$ cat config.mk
export PLATFORM = sky130hd
export DESIGN_NAME = div_4bit_seq_flat
export DESIGN_NICKNAME = d
export VERILOG_FILES = /design/src/rtl/div_4bit_seq_pkg.sv /design/src/rtl/div_4bit_seq_if.sv /design/src/rtl/div_4bit_seq_step.sv /design/src/rtl/div_4bit_seq.sv /design/src/flat_wrapper.sv
export SDC_FILE = /design/constraint.sdc
export NUM_CORES = 1
export LEC_CHECK = 0
export ABC_AREA = 1
export CAP_MARGIN = 20
export CORE_MARGIN = 4
export CORE_UTILIZATION = 43
export CTS_CLUSTER_DIAMETER = 40
export DETAILED_ROUTE_END_ITERATION = 12
export HOLD_SLACK_MARGIN = 0.02
export PLACE_DENSITY = 0.76
export SLEW_MARGIN = 20
export SYNTH_ARGS = -nofsm -noshare
export SYNTH_HDL_FRONTEND = slang
export SYNTH_SLANG_ARGS = --single-unit
$ cat constraint.sdc
create_clock -name clk -period 2.2 [get_ports clk]
set_input_delay 0.33 -clock clk [delete_from_list [all_inputs] [get_ports clk]]
set_output_delay 0.33 -clock clk [all_outputs]
set_load 0.05 [all_outputs]
$ cat src/rtl/div_4bit_seq_pkg.sv
// Shared types and constants for the sequential restoring divider.
// Controller state encoding and the default operand width live here.
package div_4bit_seq_pkg;

    localparam int N_DEF = 4;

    typedef enum logic [1:0] {
        ST_IDLE = 2'd0,
        ST_CALC = 2'd1,
        ST_DONE = 2'd2
    } state_e;

    // Quotient reported for a zero divisor: all ones at the given width.
    function automatic logic [31:0] dz_quotient(input int width);
        logic [31:0] ones_v;
        ones_v = 32'd0;
        for (int i = 0; i < width; i++) begin
            ones_v[i] = 1'b1;
        end
        return ones_v;
    endfunction

endpackage

$ cat src/rtl/div_4bit_seq_if.sv
// Operand/result handshake bundle between the operand source and the divider.
// The master drives start/a/b; the slave (divider) returns busy/done/q/r/div_zero.
interface div_4bit_seq_if
    import div_4bit_seq_pkg::*;
#(
    parameter int N = N_DEF
);
    logic         start;
    logic [N-1:0] a;
    logic [N-1:0] b;
    logic         busy;
    logic         done;
    logic [N-1:0] q;
    logic [N-1:0] r;
    logic         div_zero;

    modport master (
        output start, a, b,
        input  busy, done, q, r, div_zero
    );

    modport slave (
        input  start, a, b,
        output busy, done, q, r, div_zero
    );
endinterface

$ cat src/rtl/div_4bit_seq_step.sv
// One restoring-division step: shift the next dividend bit into the partial
// remainder and subtract the divisor if it fits.
module div_step
    import div_4bit_seq_pkg::*;
#(
    parameter int N = N_DEF
) (
    input  logic [N-1:0] rem,
    input  logic         in_bit,
    input  logic [N-1:0] divisor,
    output logic [N-1:0] next_rem,
    output logic         q_bit
);
    logic [N:0] shifted_s;
    logic [N:0] trial_s;

    // The shifted remainder can exceed N bits when the divisor MSB is set,
    // so the trial subtraction keeps one extra bit to expose the borrow.
    always_comb begin
        shifted_s = {rem, in_bit};
        trial_s   = shifted_s - {1'b0, divisor};
        q_bit     = ~trial_s[N];
        if (q_bit) begin
            next_rem = trial_s[N-1:0];
        end else begin
            next_rem = shifted_s[N-1:0];
        end
    end
endmodule

$ cat src/rtl/div_4bit_seq.sv
// Multi-cycle restoring divider: one shared step unit, one quotient bit per
// cycle MSB first, with a start/busy/done handshake and divide-by-zero flag.
module div_4bit_seq
    import div_4bit_seq_pkg::*;
#(
    parameter int N = N_DEF
) (
    input  logic          clk,
    input  logic          rst,
    div_4bit_seq_if.slave bus
);
    localparam int            CW         = (N > 1) ? $clog2(N) : 1;
    localparam logic [CW-1:0] COUNT_LOAD = CW'(N - 1);
    localparam logic [CW-1:0] COUNT_ZERO = {CW{1'b0}};
    localparam logic [N-1:0]  ZERO_N     = {N{1'b0}};
    localparam logic [N-1:0]  DZ_Q       = N'(dz_quotient(N));

    state_e        state_q, state_d;
    logic [N-1:0]  a_sh_q, a_sh_d;
    logic [N-1:0]  b_q, b_d;
    logic [N-1:0]  rem_q, rem_d;
    logic [N-1:0]  quo_q, quo_d;
    logic [CW-1:0] count_q, count_d;
    logic          busy_q, busy_d;
    logic          done_q, done_d;
    logic          dz_q, dz_d;
    logic [N-1:0]  q_q, q_d;
    logic [N-1:0]  r_q, r_d;

    logic          accept_s;
    logic [N-1:0]  step_rem_s;
    logic          step_bit_s;

    // A start seen while the done pulse is still out is deliberately dropped.
    assign accept_s = (state_q == ST_IDLE) && bus.start && !done_q;

    div_step #(.N(N)) u_step (
        .rem      (rem_q),
        .in_bit   (a_sh_q[N-1]),
        .divisor  (b_q),
        .next_rem (step_rem_s),
        .q_bit    (step_bit_s)
    );

    // State register and all datapath/output flops.
    always_ff @(posedge clk or posedge rst) begin
        if (rst) begin
            state_q <= ST_IDLE;
            a_sh_q  <= ZERO_N;
            b_q     <= ZERO_N;
            rem_q   <= ZERO_N;
            quo_q   <= ZERO_N;
            count_q <= COUNT_ZERO;
            busy_q  <= 1'b0;
            done_q  <= 1'b0;
            dz_q    <= 1'b0;
            q_q     <= ZERO_N;
            r_q     <= ZERO_N;
        end else begin
            state_q <= state_d;
            a_sh_q  <= a_sh_d;
            b_q     <= b_d;
            rem_q   <= rem_d;
            quo_q   <= quo_d;
            count_q <= count_d;
            busy_q  <= busy_d;
            done_q  <= done_d;
            dz_q    <= dz_d;
            q_q     <= q_d;
            r_q     <= r_d;
        end
    end

    // Next-state logic.
    always_comb begin
        state_d = state_q;
        case (state_q)
            ST_IDLE: begin
                if (accept_s) begin
                    if (bus.b == ZERO_N) begin
                        state_d = ST_DONE;
                    end else begin
                        state_d = ST_CALC;
                    end
                end else begin
                    state_d = ST_IDLE;
                end
            end
            ST_CALC: begin
                if (count_q == COUNT_ZERO) begin
                    state_d = ST_DONE;
                end else begin
                    state_d = ST_CALC;
                end
            end
            ST_DONE: begin
                state_d = ST_IDLE;
            end
            default: begin
                state_d = ST_IDLE;
            end
        endcase
    end

    // Datapath updates and registered-output staging.
    always_comb begin
        a_sh_d  = a_sh_q;
        b_d     = b_q;
        rem_d   = rem_q;
        quo_d   = quo_q;
        count_d = count_q;
        q_d     = q_q;
        r_d     = r_q;
        dz_d    = dz_q;
        busy_d  = (state_d == ST_CALC);
        done_d  = (state_q == ST_DONE);
        case (state_q)
            ST_IDLE: begin
                if (accept_s) begin
                    a_sh_d  = bus.a;
                    b_d     = bus.b;
                    count_d = COUNT_LOAD;
                    // A zero divisor skips CALC, so its result is staged here.
                    if (bus.b == ZERO_N) begin
                        quo_d = DZ_Q;
                        rem_d = bus.a;
                    end else begin
                        quo_d = ZERO_N;
                        rem_d = ZERO_N;
                    end
                end else begin
                    a_sh_d = a_sh_q;
                end
            end
            ST_CALC: begin
                rem_d  = step_rem_s;
                quo_d  = {quo_q[N-2:0], step_bit_s};
                a_sh_d = {a_sh_q[N-2:0], 1'b0};
                if (count_q != COUNT_ZERO) begin
                    count_d = count_q - CW'(1);
                end else begin
                    count_d = count_q;
                end
            end
            ST_DONE: begin
                q_d  = quo_q;
                r_d  = rem_q;
                dz_d = (b_q == ZERO_N);
            end
            default: begin
                busy_d = 1'b0;
                done_d = 1'b0;
            end
        endcase
    end

    assign bus.busy     = busy_q;
    assign bus.done     = done_q;
    assign bus.q        = q_q;
    assign bus.r        = r_q;
    assign bus.div_zero = dz_q;

endmodule

$ cat src/flat_wrapper.sv
// flat-port wrapper written by rule: the top's interface ports become plain ports
module div_4bit_seq_flat import div_4bit_seq_pkg::*;
#(
    parameter int N = N_DEF
)
  (clk, rst, bus_start, bus_a, bus_b, bus_busy, bus_done, bus_q, bus_r, bus_div_zero);
  div_4bit_seq_if #(.N(N)) bus_i ();
  input  logic clk;
  input  logic rst;
  input wire logic [$bits(bus_i.start)-1:0] bus_start;
  input wire logic [$bits(bus_i.a)-1:0] bus_a;
  input wire logic [$bits(bus_i.b)-1:0] bus_b;
  output wire logic [$bits(bus_i.busy)-1:0] bus_busy;
  output wire logic [$bits(bus_i.done)-1:0] bus_done;
  output wire logic [$bits(bus_i.q)-1:0] bus_q;
  output wire logic [$bits(bus_i.r)-1:0] bus_r;
  output wire logic [$bits(bus_i.div_zero)-1:0] bus_div_zero;
  assign bus_i.start = bus_start;
  assign bus_i.a = bus_a;
  assign bus_i.b = bus_b;
  assign bus_busy = bus_i.busy;
  assign bus_done = bus_i.done;
  assign bus_q = bus_i.q;
  assign bus_r = bus_i.r;
  assign bus_div_zero = bus_i.div_zero;
  div_4bit_seq #(.N(N)) u_core (.clk(clk), .rst(rst), .bus(bus_i));
endmodule
==> results of run 1 <==
## flip-flops by register name, indices dropped and copies added (netlist names)
| name | count |
|---|---|
| u_core.b_q | 4 |
| u_core.a_sh_q | 4 |
| u_core.bus.done | 1 |
| u_core.count_q | 2 |
| u_core.bus.div_zero | 1 |
| u_core.rem_q | 4 |
| u_core.bus.r | 4 |
| u_core.bus.q | 4 |
| u_core.state_q | 2 |
| u_core.bus.busy | 1 |
| u_core.quo_q | 4 |
## metal layers
layer | GRT usage, % | vias up | routed length [um]
met5 | 0 | - | 0
li1 | - | 636 | -
met2 | 22.2 | 33 | 1270
met4 | 8.19 | 0 | 69
met3 | 3.99 | 9 | 169
met1 | 19.3 | 577 | 1400
## worst max-delay path, cell delays in order, from the launching register on
cell	delay [ns]
dfrtp_1	0.41
inv_1	0.06
ha_1	0.13
inv_1	0.05
fa_1	0.42
nand3_1	0.12
nand3_1	0.16
nand2_2	0.15
nor2_1	0.06
nor2_1	0.10
nor2_1	0.05
nor2_1	0.07
## worst paths after layout
check	cells after the start	slack [ns]	start	end
min in group clk	2	0.49	u_core.bus.r[2]	u_core.bus.r[2]
worst max register to register	11	0.36	u_core.a_sh_q[3]	u_core.rem_q[3]
worst min-delay path	3	0.36	rst	u_core.quo_q[0]
max in group asynchronous	3	1.57	rst	u_core.bus.r[3]
worst max-delay path	11	0.36	u_core.a_sh_q[3]	u_core.rem_q[3]
worst min register to register	2	0.49	u_core.bus.r[2]	u_core.bus.r[2]
## through the flow
stage,instances,utilization (%)
5_1_grt,254,54.7
3_5_place_dp,246,52.7
4_1_cts,254,54.7
3_3_place_gp,246,52.7
6_report,254,54.7
2_1_floorplan,181,-
## logic make-up after synthesis
family                     after synthesis
AOI/OAI and AO/OA                       33
xor gates and xnor gates                 1
and+or+nand+nor                         76
buffers and inverters                   34
DFF                                     31
adders and majority gates                6
## area by class of cell
| cell class | count | area [um^2] | area share, % |
|---|---|---|---|
| multi-input cells | 116 | 616 | 33.2 |
| inverters | 30 | 113 | 6.07 |
| flip-flops and latches | 31 | 776 | 41.8 |
| clock buffers | 8 | 68.8 | 3.71 |
| repair buffers | 23 | 225 | 12.1 |
| well taps | 46 | 57.6 | 3.10 |
## Yosys cell counts (2+ instances only)
library cell / count
o21ai_0: 17
a22oi_1: 4
nand3_2: 2
buf_6: 2
nand3_1: 11
buf_2: 2
ha_1: 5
a31oi_1: 3
dfrtp_1: 31
inv_2: 4
nand2_1: 36
a21oi_1: 5
inv_1: 26
nor2_1: 21
==> results.toml, run 1 <==
[final_layout]
nets = 224
final_layout_size_suffix_gt1_share_pct = 8.65
final_area_um2 = 1860
final_cell_mix = "nand2_1, dfrtp_1, inv_1"
synthToLayoutAreaGrowth_pct = 20.8
n_fill_cell = 322
n_antenna_cell = 0
final_common_cell = "nand2_1"

[placed_design]
portBuffers = 21
pre_cts_ws_ns = 0.281
dp_hpwl_mm = 2.11
dpl_cell_area_um2 = 1790
place_congestion = 0.807

[timing]
tns_ns = 0
finalSetupViolations = 0
period_needed_ns = 1.84
tightest_slew_ns = 0.495
slew_headroom_pct = 66.9
max_freq_mhz = 542
finalHoldViolations = 0
worst_slack_ns = 0.355
hold_ws_ns = 0.359
drv_slew = 0
min_period_over_period_pct = 83.9
rsz0062_at_grt = "false"
fin_skew_ns = 0.00363

[logic_synthesis]
ys_ff_latch = 31
synth_edf_count = 0
yosysTopAreaCell = "dfrtp_1"
synth_top_family_by_area = "simple AND/OR/NAND/NOR gates"
ys_async_sr_fraction_pct = 100
muxShareOfSynthArea_pct = 0
synthSimpleGateAreaFrac_pct = 21.9
yosys_warnings = 0
yosysTopAreaCellShare_pct = 50.5
synthAdderAreaFrac_pct = 5.37
syn_area_um2 = 1540
synth_area_leaders = "dfrtp_1, nand2_1, inv_1"
synthDistinctLibCells = 26
syn_inst = 181
synth-compound-area-share_pct = 12.2
synth-xor-area-share_pct = 0.570
post_synth.cell_area_avg_um2 = 8.49
synth_flop_cell = "dfrtp_1"
ys_seq_area_share_pct = 50.5
synth_nets = 198

[route]
ant_nets = 0
drc = 0
num_vias = 1255
viasPerCell = 4.94
drtIter0Drc = 57
firstDrtPassIters = 4
wl_per_cell_um = 11.4
routed_wl_mm = 2.90

[hold_path]
hp-class = "in -> async"

[global_routing]
globalRoute.totalOverflow = 0
grt_use_total_pct = 14.8
grt_pass1_vias = 1130
antenna_found_initial = 0
grt_max_degree = 32
grt_pass1_wl_mm = 4.95

[setup_path]
criticalPathCategory = "reg -> reg"
required_ns = 2.48
crit_path_end_kind = "flop"
cp.arrival_ns = 2.12
path_max_fanout = 5
startpoint_type = "flop"

[die]
rows = 21
initial_core_util_pct = 45.3
pin_count = 22
dieArea_um2 = 4590
die_w_um = 67.8
core_area_um2 = 3390
die_y_um = 67.8

[clock_network]
cts_hold_buf = 0
tritoncts = "built"
cts.sinks = 31
clk_pin_slew_ns = 0.09
cts-buffers-inserted = 5
cts_buffer_depth = 2
cts_resized = 0
cts_root_buffer = "clkbuf_4"
cts_htree_levels = 2
clock_latency_ns = 0.34
postCtsSetupBuffers = 0

[status]
status = "completed"

[run]
maxCapViolCount = 0
Power of run 1 is not shown: default switching activity piles up to over one toggle a cycle in this logic, so the estimate is an artifact.
==> run 2: changes to the inputs <==
==> constraint.sdc (replaced) <==
create_clock -name clk -period 1.7 [get_ports clk]
set_input_delay 0.255 -clock clk [delete_from_list [all_inputs] [get_ports clk]]
set_output_delay 0.255 -clock clk [all_outputs]
set_load 0.05 [all_outputs]
==> run 2 against run 1 <==
Effect of this change: the flow now finishes with violations (setup timing); sequential cell count stayed put; register-to-register slack worse by 0.40 ns; clock skew is 0.0043 ns higher; highest routed layer unchanged; setup slack worse by 0.40 ns; die area stayed put; routed wire length is 3.8% higher.
==> results.toml, run 2 (synthesized netlist as in run 1, its figures left out) <==
[setup_path]
crit_path_end_kind = "flop"
criticalPathCategory = "reg -> reg"
required_ns = 1.93
startpoint_type = "flop"
cp.arrival_ns = 1.97
r2r-start = "u_core.a_sh_q[3]"
crit_start = "u_core.a_sh_q[3]"
path_max_fanout = 5

[clock_network]
clock_latency_ns = 0.33
cts_hold_buf = 0
clk_pin_slew_ns = 0.09
cts_buffer_depth = 2
tritoncts = "built"
cts_htree_levels = 2
cts_root_buffer = "clkbuf_4"
cts.sinks = 31
cts-buffers-inserted = 5

[timing]
fin_skew_ns = 0.00790
drv_slew = 0
min_period_over_period_pct = 102
finalSetupViolations = 1
slew_headroom_pct = 74.9
max_freq_mhz = 574
finalHoldViolations = 0
rsz0062_at_grt = "true"
worst_slack_ns = -0.0410
tightest_slew_ns = 0.376
period_needed_ns = 1.74

[final_layout]
n_fill_cell = 314
instances_no_fill = 262
final_common_cell = "nand2_1"
final_cell_mix = "nand2_1, dfrtp_1, inv_1"
synthToLayoutAreaGrowth_pct = 25.5
nets = 233
n_antenna_cell = 0
final_layout_size_suffix_gt1_share_pct = 20.8

[placed_design]
dp.cells = 254
pre_cts_ws_ns = -0.0642
place_congestion = 0.777
dp_hpwl_mm = 2.22
portBuffers = 21

[run]
maxCapViolCount = 0

[route]
firstDrtPassIters = 4
wl_per_cell_um = 11.5
num_vias = 1266
drc = 0
routed_wl_mm = 3.01
drtIter0Drc = 63
ant_nets = 0
viasPerCell = 4.83

[status]
status = "complete, but fails checks"
violations = "setup timing"

[die]
dieArea_um2 = 4590
initial_core_util_pct = 45.3
rows = 21
core_area_um2 = 3390
die_y_um = 67.8
pin_count = 22
die_w_um = 67.8

[global_routing]
grt_use_total_pct = 15.5
grt_pass1_vias = 1152
grt_pass1_wl_mm = 5.05
antenna_found_initial = 0
grt_max_degree = 32
globalRoute.totalOverflow = 0

[hold_path]
hp-class = "in -> async"
## run 2: changes by cell type in the layout (fill, tap and decap cells not counted), sizes merged
| cell | change |
|---|---|
| buf | +20 |
| clkdlybuf4s50 | -11 |
| clkbuf | -2 |
| clkinv | +1 |
## run 2: repair_timing
action                                  CTS  global route
endpoints found under the setup margin    4             5
pin swaps                                 1             3
resized for setup                         2             9
endpoints found under the hold margin     0             0
setup buffers                             0             1
## run 2: routing by layer
metal | part of all wire, % | routed length [um] | track usage [%] | vias to the layer above
li1 | - | - | - | 654
met3 | 6.4 | 194 | 5.32 | 11
met5 | 0 | 0 | 0 | -
met2 | 45 | 1360 | 23.8 | 40
met1 | 45 | 1370 | 18.7 | 561
met4 | 3.0 | 89 | 8.93 | 0
## run 2: final timing paths
check | end | slack [ns] | cells after the start
worst max register to register | u_core.rem_q[3] | -0.04 | 12
worst min register to register | u_core.bus.done | 0.49 | 1
worst min-delay path | u_core.count_q[0] | 0.29 | 3
max in group asynchronous | u_core.bus.r[0] | 1.14 | 3
worst max-delay path | u_core.rem_q[3] | -0.04 | 12
min in group clk | u_core.b_q[2] | 0.49 | 3
## run 2: final cells by class
type / count / area (um^2) / area share (%)
well taps: 46 / 57.6 / 2.99
clock buffers: 6 / 51.3 / 2.66
flip-flops and latches: 31 / 776 / 40.2
repair buffers: 32 / 265 / 13.8
multi-input cells: 116 / 661 / 34.3
inverters: 30 / 113 / 5.84
clock inverters: 1 / 5.00 / 0.260
## run 2: worst max-delay path, cell delays in order (launching register included)
cell	delay (ns)
dfrtp_1	0.38
inv_1	0.06
ha_1	0.15
inv_2	0.05
fa_2	0.41
nand2_2	0.08
nand2_2	0.08
nand3_4	0.09
nand2_4	0.08
nor2_4	0.10
nor2_1	0.04
nor2_1	0.07
nor2_1	0.04
## run 2: through the flow
step	util, %	instance area [um^2]	TNS [ns]	hold slack, ns
floorplan	-	1540	0	0.359
global route	56.9	1930	-0.630	0.309
finish	56.9	1930	-0.0410	0.285
detailed placement	53.7	1820	-0.0857	0.468
CTS	55.6	1880	0	0.295
global placement	53.7	1820	-0.0110	0.465
Power of run 2 is left out for the same reason.
